$ cat src/rtl/hilo_pkg.sv
// Shared definitions for the HI/LO multiply/divide controller: FSM encoding,
// default engine timeout and read-select constants.
package hilo_pkg;

    typedef enum logic [1:0] {
        ST_IDLE  = 2'd0,
        ST_ISSUE = 2'd1,
        ST_WAIT  = 2'd2,
        ST_WRITE = 2'd3
    } state_e;

    localparam int TIMEOUT_DEFAULT = 40;

    localparam logic RD_LO = 1'b0;
    localparam logic RD_HI = 1'b1;

endpackage

$ cat src/rtl/hilo_regs.sv
// HI/LO architectural registers: engine result capture has priority over
// direct mthi/mtlo writes; combinational read mux.
module hilo_regs
    import hilo_pkg::*;
(
    input  logic        clk_i,
    input  logic        rst_i,
    input  logic        cap_i,
    input  logic [31:0] cap_hi_i,
    input  logic [31:0] cap_lo_i,
    input  logic        wr_en_i,
    input  logic        wr_hi_i,
    input  logic        wr_lo_i,
    input  logic [31:0] wr_data_i,
    input  logic        rd_sel_i,
    output logic [31:0] rd_data_o
);

    logic [31:0] hi_q, hi_d;
    logic [31:0] lo_q, lo_d;

    // NOTE: next-state defaults to the current value first, so no path leaves hi_d/lo_d unassigned (no latch).
    always_comb begin
        hi_d = hi_q;
        lo_d = lo_q;
        if (cap_i) begin
            hi_d = cap_hi_i;
            lo_d = cap_lo_i;
        end else if (wr_en_i) begin
            if (wr_hi_i) hi_d = wr_data_i;
            if (wr_lo_i) lo_d = wr_data_i;
        end
    end

    // NOTE: reset is synchronous and active-high here, so it lives inside the clocked branch, not the sensitivity list.
    always_ff @(posedge clk_i) begin
        if (rst_i) begin
            hi_q <= '0;
            lo_q <= '0;
        end else begin
            hi_q <= hi_d;
            lo_q <= lo_d;
        end
    end

    assign rd_data_o = (rd_sel_i == RD_HI) ? hi_q : lo_q;

endmodule

$ cat src/rtl/hilo_ctrl.sv
// Sequences a mult/div request to an external engine, guards divide-by-zero
// and engine hangs, and owns the HI/LO register file.
module hilo_ctrl
    import hilo_pkg::*;
#(
    parameter int TIMEOUT = TIMEOUT_DEFAULT
) (
    input  logic        clock,
    input  logic        reset,
    input  logic        start,
    input  logic        MultOrDiv,
    input  logic [31:0] A,
    input  logic [31:0] B,
    output logic        eng_start,
    output logic        eng_MultOrDiv,
    output logic [31:0] eng_A,
    output logic [31:0] eng_B,
    input  logic        eng_done,
    input  logic [31:0] eng_hi,
    input  logic [31:0] eng_lo,
    input  logic        wr_hi,
    input  logic        wr_lo,
    input  logic [31:0] wr_data,
    input  logic        rd_sel,
    output logic [31:0] rd_data,
    output logic        busy,
    output logic        done,
    output logic        div_zero,
    output logic        timeout
);

    localparam int             CNT_W    = $clog2(TIMEOUT) + 1;
    localparam logic [CNT_W-1:0] CNT_LAST = CNT_W'(TIMEOUT - 1);

    state_e            state_q;
    logic [CNT_W-1:0]  cnt_q;
    logic              eng_start_q, done_q, div_zero_q, timeout_q, eng_mod_q;
    logic [31:0]       eng_a_q, eng_b_q;

    logic capture;
    logic div_by_zero;

    assign capture     = (state_q == ST_WAIT) && eng_done;
    assign div_by_zero = MultOrDiv && (B == 32'd0);
    assign busy        = (state_q != ST_IDLE);

    // NOTE: all state here is sequential, so every assignment is non-blocking (<=).
    always_ff @(posedge clock) begin
        if (reset) begin
            state_q     <= ST_IDLE;
            cnt_q       <= '0;
            eng_start_q <= 1'b0;
            done_q      <= 1'b0;
            div_zero_q  <= 1'b0;
            timeout_q   <= 1'b0;
            eng_mod_q   <= 1'b0;
            eng_a_q     <= '0;
            eng_b_q     <= '0;
        end else begin
            eng_start_q <= 1'b0;
            done_q      <= 1'b0;
            div_zero_q  <= 1'b0;
            timeout_q   <= 1'b0;
            case (state_q)
                ST_IDLE: begin
                    if (start) begin
                        if (div_by_zero) begin
                            div_zero_q <= 1'b1;
                        end else begin
                            eng_a_q     <= A;
                            eng_b_q     <= B;
                            eng_mod_q   <= MultOrDiv;
                            eng_start_q <= 1'b1;
                            state_q     <= ST_ISSUE;
                        end
                    end
                end
                ST_ISSUE: begin
                    cnt_q   <= '0;
                    state_q <= ST_WAIT;
                end
                ST_WAIT: begin
                    cnt_q <= cnt_q + 1'b1;
                    // A result on the terminal-count cycle still counts as success.
                    if (eng_done) begin
                        done_q  <= 1'b1;
                        state_q <= ST_WRITE;
                    end else if (cnt_q == CNT_LAST) begin
                        timeout_q <= 1'b1;
                        state_q   <= ST_IDLE;
                    end
                end
                ST_WRITE: state_q <= ST_IDLE;
                default:  state_q <= ST_IDLE;
            endcase
        end
    end

    assign eng_start     = eng_start_q;
    assign eng_MultOrDiv = eng_mod_q;
    assign eng_A         = eng_a_q;
    assign eng_B         = eng_b_q;
    assign done          = done_q;
    assign div_zero      = div_zero_q;
    assign timeout       = timeout_q;

    hilo_regs u_regs (
        .clk_i     (clock),
        .rst_i     (reset),
        .cap_i     (capture),
        .cap_hi_i  (eng_hi),
        .cap_lo_i  (eng_lo),
        .wr_en_i   (!busy),
        .wr_hi_i   (wr_hi),
        .wr_lo_i   (wr_lo),
        .wr_data_i (wr_data),
        .rd_sel_i  (rd_sel),
        .rd_data_o (rd_data)
    );

endmodule

$ cat config.mk
export PLATFORM = sky130hd
export DESIGN_NAME = hilo_ctrl
export DESIGN_NICKNAME = d
export VERILOG_FILES = /design/src/rtl/hilo_pkg.sv /design/src/rtl/hilo_regs.sv /design/src/rtl/hilo_ctrl.sv
export SDC_FILE = /design/constraint.sdc
export NUM_CORES = 1
export LEC_CHECK = 0
export CAP_MARGIN = 25
export CORE_ASPECT_RATIO = 0.75
export CORE_MARGIN = 10
export CORE_UTILIZATION = 43
export CTS_CLUSTER_SIZE = 25
export DETAILED_ROUTE_END_ITERATION = 8
export MAX_ROUTING_LAYER = met4
export PLACE_DENSITY = 0.81
export SYNTH_ARGS = -nofsm -noshare
export SYNTH_HDL_FRONTEND = slang
export SYNTH_SLANG_ARGS = --single-unit
export TNS_END_PERCENT = 100
$ cat constraint.sdc
create_clock -name clock -period 2.2 [get_ports clock]
set_input_delay 0.22 -clock clock [delete_from_list [all_inputs] [get_ports clock]]
set_output_delay 0.22 -clock clock [all_outputs]
set_load 0.02 [all_outputs]
==> impl_metrics.py, run 1 <==
metrics = {
    "yosys": {
        "yosys.area.top_type": "dfxtp_1",
        "synth_cells": 788,
        "synth_top_area_share": 0.442,
        "ys_seq_area_frac": 0.442,
        "yosys_warnings": 0,
        "syn_area_um2": 6420,
        "ys_ff_latch": 142,
        "synth_cell_types": 37,
        "syn_nets": 959,
        "synth_area_leaders": "dfxtp_1, nand3_1, a311oi_1",
        "postSynthAreaPerCell_um2": 8.15,
    },
    "route": {
        "vias": 7116,
        "drc": 0,
        "wl_mm": 24.0,
        "drt_iter0_markers": 572,
        "vias_per_cell": 5.63,
        "dr.pass1.iters": 5,
        "ant_nets": 0,
        "wl_per_cell_um": 19.0,
    },
    "grt": {
        "grtUsageMet2": 0.352,
        "first_global_vias": 6727,
        "track_usage": 0.225,
        "use_met1": 0.279,
        "grt.busiest_layer": "met2",
        "grt_pass1_wl_mm": 36.6,
        "grt-ovfl-total": 0,
        "grt_start_max_net_pins": 66,
        "grt_antenna_before_repair": 0,
        "met3_usage": 0.0596,
    },
    "placed_design": {
        "port_buffers": 269,
        "place_hpwl_mm": 17.0,
        "place_congestion": 0.850,
    },
    "status": {
        "status": "complete, no violations",
    },
    "finish": {
        "antenna_cells": 0,
        "regArea_um2": 2840,
        "area_delta_synth_final_pct": 59.0,
        "num-fill-cells": 1194,
        "mostFrequentLayoutCell": "clkdlybuf4s50_1",
        "finish.utilization": 0.702,
        "layout_common_cells": "clkdlybuf4s50_1, dfxtp_1, nand3_1, nand2_1, nor2_1",
        "multi_input_area_um2": 3220,
        "drive_above_1_share": 0.125,
        "fin_nets": 1222,
    },
    "sta": {
        "post-route-min-period_ns": 2.15,
        "rsz0062_at_grt": "no",
        "slew_headroom": 0.700,
        "period_share": 0.976,
        "final-hold-violation-count": 0,
        "tightest_slew_ns": 0.449,
        "slew_viol_final": 0,
        "fmax_ghz": 0.466,
        "finalClockSkew_ns": 0.0122,
        "setup_viol": 0,
    },
    "setup_path": {
        "crit_type": "primary input to output port",
        "cp-endpoint": "rd_data[29]",
        "rrSetupSlack_ns": 0.42,
        "slowest_delay_ns": 0.58,
        "crit_path_frequent_cell": "clkdlybuf4s50_1",
        "crit_chain": "clkdlybuf4s50_1 -> buf_12 -> mux2_2 -> clkdlybuf4s50_1",
        "required_ns": 1.98,
        "start_kind": "primary input",
        "worst_ep_arrival_time_ns": 1.93,
        "setup.worst_path.end_class": "output port",
        "crit_start": "rd_sel",
        "critPathSlowestCell": "clkdlybuf4s50_1",
        "rr_worst_depth": 6,
        "r2r-end": "u_regs.lo_q[24]",
        "crit-reg2reg-launch": "state_q[0]",
        "cp_max_fo": 18,
    },
    "floorplanning": {
        "coreArea_um2": 14500,
        "fp.dieH_um": 126,
        "ioPinCount": 270,
        "die_x_um": 161,
        "fp-row-count": 38,
        "start_util": 0.442,
        "dieArea_um2": 20300,
    },
    "cts": {
        "clk_pin_slew_ns": 0.06,
        "clk_path_buf_depth": 2,
        "worstSkewPairLatency_ns": 0.41,
        "cts-hold-fix-buffers": 0,
        "cts-buffers-inserted": 17,
        "clock_sinks": 142,
        "cts_max_level": 4,
        "root_buffer": "clkbuf_16",
        "cts_tree": "yes",
    },
    "power": {
        "total_leakage_power_nw": 3.75,
        "vdd_drop_max_mv": 0.629,
        "p_total_w": 0.00787,
        "power_density_nw_per_um2": 770,
    },
    "flow_run": {
        "cap_violations": 0,
    },
    "hold_path": {
        "hold_path.class": "primary input to flop",
    },
}
[worst max-delay path, delay by kind of cell]
kind | cells | cell delay (ns)
muxes | 1 | 0.35
buffers and inverters | 3 | 1.35
[logic make-up after synthesis]
family | Yosys count | share of synthesized area
fa+ha+maj | 3 | 0.00584
simple gates | 315 | 0.230
xor+xnor | 5 | 0.00682
compound gates | 204 | 0.198
flops | 142 | 0.442
mux | 32 | 0.0561
buf+inv | 87 | 0.0600
[area by class of cell]
cell class,count,area share
Clock buffer,20,0.0437
Clock inverter,12,0.0180
Inverter,4,0.00147
Multi-Input combinational cell,559,0.316
Sequential cell,142,0.278
Tap cell,200,0.0245
Timing Repair Buffer,327,0.318
[where the power goes]
part / switching, W / internal [W] / total (W)
clock: 0.00114 / 0.00194 / 0.00308
combinational: 0.000958 / 0.000910 / 0.00187
sequential: 0.000113 / 0.00280 / 0.00292
total: 0.00221 / 0.00566 / 0.00787
[flip-flops by register name (all words and copies together) (netlist names), 2 cells and up]
signal and flops:
cnt_q 7, state_q 2, eng_A 32, u_regs.lo_q 32, eng_B 32, u_regs.hi_q 32
[cells in the mapped netlist]
library cell    n
nor4_2          1
a31oi_1         1
a21oi_1        68
dfxtp_1       142
or4_1           1
clkbuf_1       51
buf_2           5
o21ai_0        61
nor4b_2         1
ha_1            3
buf_4           2
mux2_2         32
nand3_2         4
or3_1           2
nand4_1         6
inv_1           4
a21o_1          1
buf_6           6
nand3_1       125
a311oi_1       64
nor4b_1         1
nor2_1         73
o21ai_1         6
xor2_1          5
nand2_1        75
a211oi_1        1
and3_1          2
and2_1          1
o21bai_1        1
buf_1          19
o32a_1          1
nor3_1          4
nand4b_1        1
nand3b_1        1
nor4_1         12
nor3_2          1
nand2b_1        4
[per-stage QoR]
stage                     cells  cell area [um2]  setup WS (ns)  TNS, ns  hold WS [ns]
final                      1264            10200         0.0520        0         0.244
after floorplan             788             6420          0.507        0         0.297
after global placement     1232             9580         -0.303   -18.03         0.460
after CTS                  1264            10200         0.0536        0         0.229
after detailed placement   1232             9580         -0.307   -18.18         0.466
after global routing       1264            10200        0.00812        0         0.248
[timing repair]
item                                   CTS  global route
resized for setup                        0             1
buffers inserted                         0             0
endpoints found under the hold margin    0             0
setup endpoints to repair                0             9
[how the worst min path moves through the flow]
stage	start	end	slack (ns)	depth (start not counted)
floorplan	eng_done	timeout	0.30	1
global placement	eng_B[29]	eng_B[29]	0.46	2
detailed placement	eng_B[16]	eng_B[16]	0.47	2
CTS	reset	eng_A[24]	0.23	2
global route	reset	eng_A[24]	0.25	2
finish	reset	eng_A[25]	0.24	2
[metal layers]
| metal | up-vias | wire, um |
|---|---|---|
| li1 | 3388 | - |
| met1 | 3401 | 10400 |
| met2 | 294 | 11400 |
| met3 | 33 | 1700 |
| met4 | 0 | 430 |
| met5 | - | 0 |
Note: power is estimated with default switching activity, not from simulation.
==> run 2, diff against run 1 <==
--- a/config.mk
+++ b/config.mk
@@ -6,13 +6,14 @@
 export NUM_CORES = 1
 export LEC_CHECK = 0
 export CAP_MARGIN = 25
-export CORE_ASPECT_RATIO = 0.75
+export CORE_ASPECT_RATIO = 0.9
 export CORE_MARGIN = 10
-export CORE_UTILIZATION = 43
+export CORE_UTILIZATION = 44
+export CTS_BUF_LIST = sky130_fd_sc_hd__clkbuf_2 sky130_fd_sc_hd__clkbuf_4 sky130_fd_sc_hd__clkbuf_8
 export CTS_CLUSTER_SIZE = 25
 export DETAILED_ROUTE_END_ITERATION = 8
 export MAX_ROUTING_LAYER = met4
-export PLACE_DENSITY = 0.81
+export PLACE_DENSITY = 0.82
 export SYNTH_ARGS = -nofsm -noshare
 export SYNTH_HDL_FRONTEND = slang
 export SYNTH_SLANG_ARGS = --single-unit
==> run 2 against run 1 <==
Against the previous run: sequential power is essentially flat; global-route usage grew 1.7 points; wire length grew 2.3%; critical path type unchanged; maximum frequency grew 0.63%; non-clock buffer count grew 3; die area shrank 2.2%; clock power shrank 36%; total power shrank 14%; utilization shrank 0.13 points; setup slack gained 0.013 ns.
==> impl_metrics.py, run 2 (synthesized netlist as in run 1, its figures left out) <==
metrics = {
    "setup_path": {
        "crit_chain": "clkdlybuf4s50_1 -> buf_12 -> mux2_2 -> clkdlybuf4s50_1",
        "crit_path_frequent_cell": "clkdlybuf4s50_1",
        "required_ns": 1.98,
        "critPathSlowestCell": "clkdlybuf4s50_1",
        "start_kind": "primary input",
        "setup.worst_path.end_class": "output port",
        "slowest_delay_ns": 0.57,
        "crit_type": "primary input to output port",
        "cp_max_fo": 32,
        "worst_ep_arrival_time_ns": 1.91,
    },
    "grt": {
        "track_usage": 0.241,
        "first_global_vias": 7005,
        "grt_start_max_net_pins": 72,
        "grt_antenna_before_repair": 0,
        "grt_pass1_wl_mm": 37.8,
        "grt-ovfl-total": 0,
    },
    "finish": {
        "drive_above_1_share": 0.127,
        "mostFrequentLayoutCell": "clkdlybuf4s50_1",
        "multi_input_area_um2": 3220,
        "stdcell_count": 1258,
        "regArea_um2": 2840,
        "layout_common_cells": "clkdlybuf4s50_1, dfxtp_1, nand3_1, nand2_1, nor2_1",
        "antenna_cells": 0,
        "finish.utilization": 0.701,
        "area_delta_synth_final_pct": 54.4,
        "num-fill-cells": 1117,
        "fin_nets": 1225,
    },
    "route": {
        "vias_per_cell": 5.67,
        "drc": 0,
        "wl_per_cell_um": 19.5,
        "ant_nets": 0,
        "drt_iter0_markers": 453,
        "dr.pass1.iters": 5,
        "vias": 7128,
        "wl_mm": 24.5,
    },
    "sta": {
        "final-hold-violation-count": 0,
        "rsz0062_at_grt": "no",
        "slew_viol_final": 0,
        "post-route-min-period_ns": 2.13,
        "setup_viol": 0,
        "tightest_slew_ns": 0.457,
        "slew_headroom": 0.695,
        "fin_ws_ns": 0.0654,
        "fin_setup_tns_ns": 0,
        "period_share": 0.970,
        "fmax_ghz": 0.468,
        "finalClockSkew_ns": 0.0107,
    },
    "floorplanning": {
        "fp-row-count": 41,
        "start_util": 0.454,
        "dieArea_um2": 19800,
        "die_x_um": 147,
        "fp.dieH_um": 135,
        "coreArea_um2": 14200,
        "ioPinCount": 270,
    },
    "cts": {
        "cts_tree": "yes",
        "cts-hold-fix-buffers": 0,
        "cts_max_level": 4,
        "clk_path_buf_depth": 2,
        "cts-buffers-inserted": 17,
        "clk_pin_slew_ns": 0.07,
        "postCtsSetupBuffers": 0,
        "clock_sinks": 142,
        "worstSkewPairLatency_ns": 0.45,
        "root_buffer": "clkbuf_8",
    },
    "power": {
        "power_density_nw_per_um2": 680,
        "vdd_drop_max_mv": 0.445,
        "total_leakage_power_nw": 3.63,
    },
    "placed_design": {
        "place_congestion": 0.897,
        "port_buffers": 269,
        "pre_cts_slack_ns": -0.287,
        "dp_cells": 1228,
        "place_hpwl_mm": 17.8,
    },
    "flow_run": {
        "cap_violations": 0,
    },
    "status": {
        "status": "complete, no violations",
    },
    "hold_path": {
        "hold_path.class": "primary input to flop",
    },
}
run 2: per-stage QoR:
stage               power, W  hold slack (ns)  instance area, um2
floorplan            0.00385            0.297                6420
global placement     0.00481            0.460                9570
detailed placement   0.00484            0.465                9570
CTS                  0.00678            0.184                9920
global route         0.00707            0.194                9920
finish               0.00675            0.205                9920
run 2: timing repair:
item | CTS | global route
gates resized for setup | 1 | 0
setup endpoints to repair | 1 | 0
endpoints found under the hold margin | 0 | 0
run 2: worst paths after layout:
check / startpoint / endpoint / slack, ns / cells after the start
hold / removal: reset / done / 0.21 / 2
hold reg to reg: eng_B[2] / eng_B[2] / 0.47 / 2
setup / recovery: rd_sel / rd_data[18] / 0.07 / 4
setup reg to reg: state_q[1] / u_regs.lo_q[9] / 0.38 / 7
run 2: final cells by class:
type,instances,area share
timing repair buffer,330,0.327
multi-input combinational,559,0.324
sequential,142,0.287
clock buffer,23,0.0294
tap,193,0.0243
clock inverter,7,0.00656
inverter,4,0.00151
run 2: power breakdown:
| group | switching [W] | internal [W] |
|---|---|---|
| sequential | 0.000109 | 0.00280 |
| clock | 0.000975 | 0.000983 |
| combinational | 0.000964 | 0.000917 |
run 2: per-layer routing:
layer / vias up / share of wire / global-route usage
li1: 3395 / - / -
met1: 3356 / 0.42 / 0.285
met2: 337 / 0.46 / 0.371
met3: 40 / 0.094 / 0.0828
met4: 0 / 0.025 / 0.0985
met5: - / 0 / -
run 2: critical path: cells and delay by family:
| kind | cells | cell delay (ns) |
|---|---|---|
| multiplexers | 1 | 0.37 |
| buffers and inverters | 3 | 1.31 |
==> run 3, diff against run 2 <==
--- a/config.mk
+++ b/config.mk
@@ -5,15 +5,15 @@
 export SDC_FILE = /design/constraint.sdc
 export NUM_CORES = 1
 export LEC_CHECK = 0
+export ABC_CLOCK_PERIOD_IN_PS = 2200
 export CAP_MARGIN = 25
 export CORE_ASPECT_RATIO = 0.9
 export CORE_MARGIN = 10
-export CORE_UTILIZATION = 44
+export CORE_UTILIZATION = 33
 export CTS_BUF_LIST = sky130_fd_sc_hd__clkbuf_2 sky130_fd_sc_hd__clkbuf_4 sky130_fd_sc_hd__clkbuf_8
 export CTS_CLUSTER_SIZE = 25
 export DETAILED_ROUTE_END_ITERATION = 8
 export MAX_ROUTING_LAYER = met4
-export PLACE_DENSITY = 0.82
 export SYNTH_ARGS = -nofsm -noshare
 export SYNTH_HDL_FRONTEND = slang
 export SYNTH_SLANG_ARGS = --single-unit
==> run 3 against run 2 <==
Against the previous run: critical path depth did not move; setup slack got worse by 0.021 ns; sequential power barely moved; global-route usage fell by 5.0 points; clock skew rose by 0.0088 ns; final cell count rose by 4.8%; maximum frequency fell by 0.96%; non-clock buffer count did not move; register-to-register slack improved by 0.13 ns; hold slack got worse by 0.060 ns; critical endpoint is now rd_data[23].
==> impl_metrics.py, run 3 (synthesized netlist as in run 1, its figures left out) <==
metrics = {
    "setup_path": {
        "cpLargestDelayFamily": "buffers and inverters",
        "critPathSlowestCell": "clkdlybuf4s50_1",
        "worst_ep_arrival_time_ns": 1.94,
        "required_ns": 1.98,
        "setup.worst_path.end_class": "output port",
        "crit_chain": "clkdlybuf4s50_1 -> buf_12 -> mux2_2 -> clkdlybuf4s50_1",
        "slowest_delay_ns": 0.58,
        "crit_path_frequent_cell": "clkdlybuf4s50_1",
        "start_kind": "primary input",
        "crit_type": "primary input to output port",
        "cp_max_fo": 32,
        "critical_path_buf_inv_count": 3,
    },
    "floorplanning": {
        "die_x_um": 167,
        "dieArea_um2": 25500,
        "start_util": 0.335,
        "fp-row-count": 48,
        "coreArea_um2": 19200,
        "ioPinCount": 270,
        "fp.dieH_um": 152,
    },
    "cts": {
        "clk_path_buf_depth": 2,
        "cts_resized": 1,
        "worstSkewPairLatency_ns": 0.44,
        "cts_max_level": 4,
        "cts-buffers-inserted": 17,
        "postCtsSetupBuffers": 0,
        "root_buffer": "clkbuf_8",
        "cts_tree": "yes",
        "clock_sinks": 142,
        "clk_pin_slew_ns": 0.08,
        "cts-hold-fix-buffers": 0,
    },
    "sta": {
        "period_share": 0.980,
        "slew_headroom": 0.572,
        "fmax_ghz": 0.464,
        "setup_viol": 0,
        "finalClockSkew_ns": 0.0195,
        "post-route-min-period_ns": 2.16,
        "rsz0062_at_grt": "no",
        "final-hold-violation-count": 0,
        "tightest_slew_ns": 0.642,
        "slew_viol_final": 0,
        "fin_setup_tns_ns": 0,
    },
    "hold_path": {
        "hold_path.class": "primary input to flop",
    },
    "placed_design": {
        "place_hpwl_mm": 18.2,
        "port_buffers": 269,
        "place_congestion": 0.850,
        "dp_cells": 1285,
    },
    "finish": {
        "drive_above_1_share": 0.130,
        "area_delta_synth_final_pct": 56.6,
        "mostFrequentLayoutCell": "clkdlybuf4s50_1",
        "layout_common_cells": "clkdlybuf4s50_1, dfxtp_1, nand3_1, nor2_1, nand2_1",
        "stdcell_count": 1319,
        "fin_nets": 1225,
    },
    "grt": {
        "grt-ovfl-total": 0,
        "grt_pass1_wl_mm": 38.9,
        "track_usage": 0.192,
        "grt_antenna_before_repair": 1,
        "grt_start_max_net_pins": 57,
        "first_global_vias": 6829,
    },
    "route": {
        "vias_per_cell": 5.25,
        "dr.pass1.iters": 5,
        "wl_mm": 25.2,
        "drc": 0,
        "vias": 6926,
        "ant_nets": 0,
        "wl_per_cell_um": 19.1,
        "drt_iter0_markers": 528,
    },
    "power": {
        "vdd_drop_max_mv": 0.413,
        "total_leakage_power_nw": 3.66,
        "power_density_nw_per_um2": 700,
    },
    "flow_run": {
        "cap_violations": 0,
    },
    "status": {
        "status": "complete, no violations",
    },
}
-- run 3: final cells by class --
type | instances | area, um2
clock buffer | 19 | 262
multi-input combinational | 559 | 3230
fill | 1879 | 9100
antenna | 2 | 5.00
clock inverter | 13 | 161
sequential | 142 | 2840
timing repair buffer | 330 | 3240
inverter | 4 | 15.0
tap | 250 | 313
-- run 3: per-stage QoR --
| step | util | setup WS (ns) | total power, W | area [um2] | hold slack [ns] |
|---|---|---|---|---|---|
| final | 0.525 | 0.0447 | 0.00704 | 10100 | 0.146 |
| after global routing | 0.525 | 0.000128 | 0.00741 | 10100 | 0.120 |
| after CTS | 0.524 | 0.0431 | 0.00713 | 10000 | 0.108 |
| after detailed placement | 0.502 | -0.393 | 0.00485 | 9630 | 0.466 |
| after global placement | 0.502 | -0.335 | 0.00484 | 9630 | 0.460 |
| after floorplan | - | 0.507 | 0.00385 | 6420 | 0.297 |
-- run 3: worst paths after layout --
| check | startpoint | endpoint | slack (ns) | depth (start not counted) |
|---|---|---|---|---|
| worst min-delay path | reset | u_regs.hi_q[5] | 0.15 | 2 |
| worst max-delay path | rd_sel | rd_data[23] | 0.04 | 4 |
| worst max register to register | state_q[1] | u_regs.lo_q[12] | 0.51 | 6 |
| worst min register to register | eng_B[6] | eng_B[6] | 0.48 | 2 |
-- run 3: layer usage --
layer	routed length, um	up-vias	global-route usage
met5	0	-	-
met3	2500	12	0.0882
met1	11200	3254	0.233
met4	234	0	0.0368
li1	-	3399	-
met2	11300	261	0.287
-- run 3: worst register-to-register path: stages, from the launching register on --
cell      delay [ns]
dfxtp_1         0.42
inv_1           0.07
ha_2            0.25
nand2_1         0.30
buf_12          0.22
nand2_1         0.07
a311oi_1        0.27
-- run 3: power by group --
part	switching [W]	leakage (nW)	internal (W)
clock	0.00107	0.205	0.00119
sequential	0.000105	1.16	0.00280
combinational	0.000966	2.30	0.000913
total	0.00215	3.66	0.00490
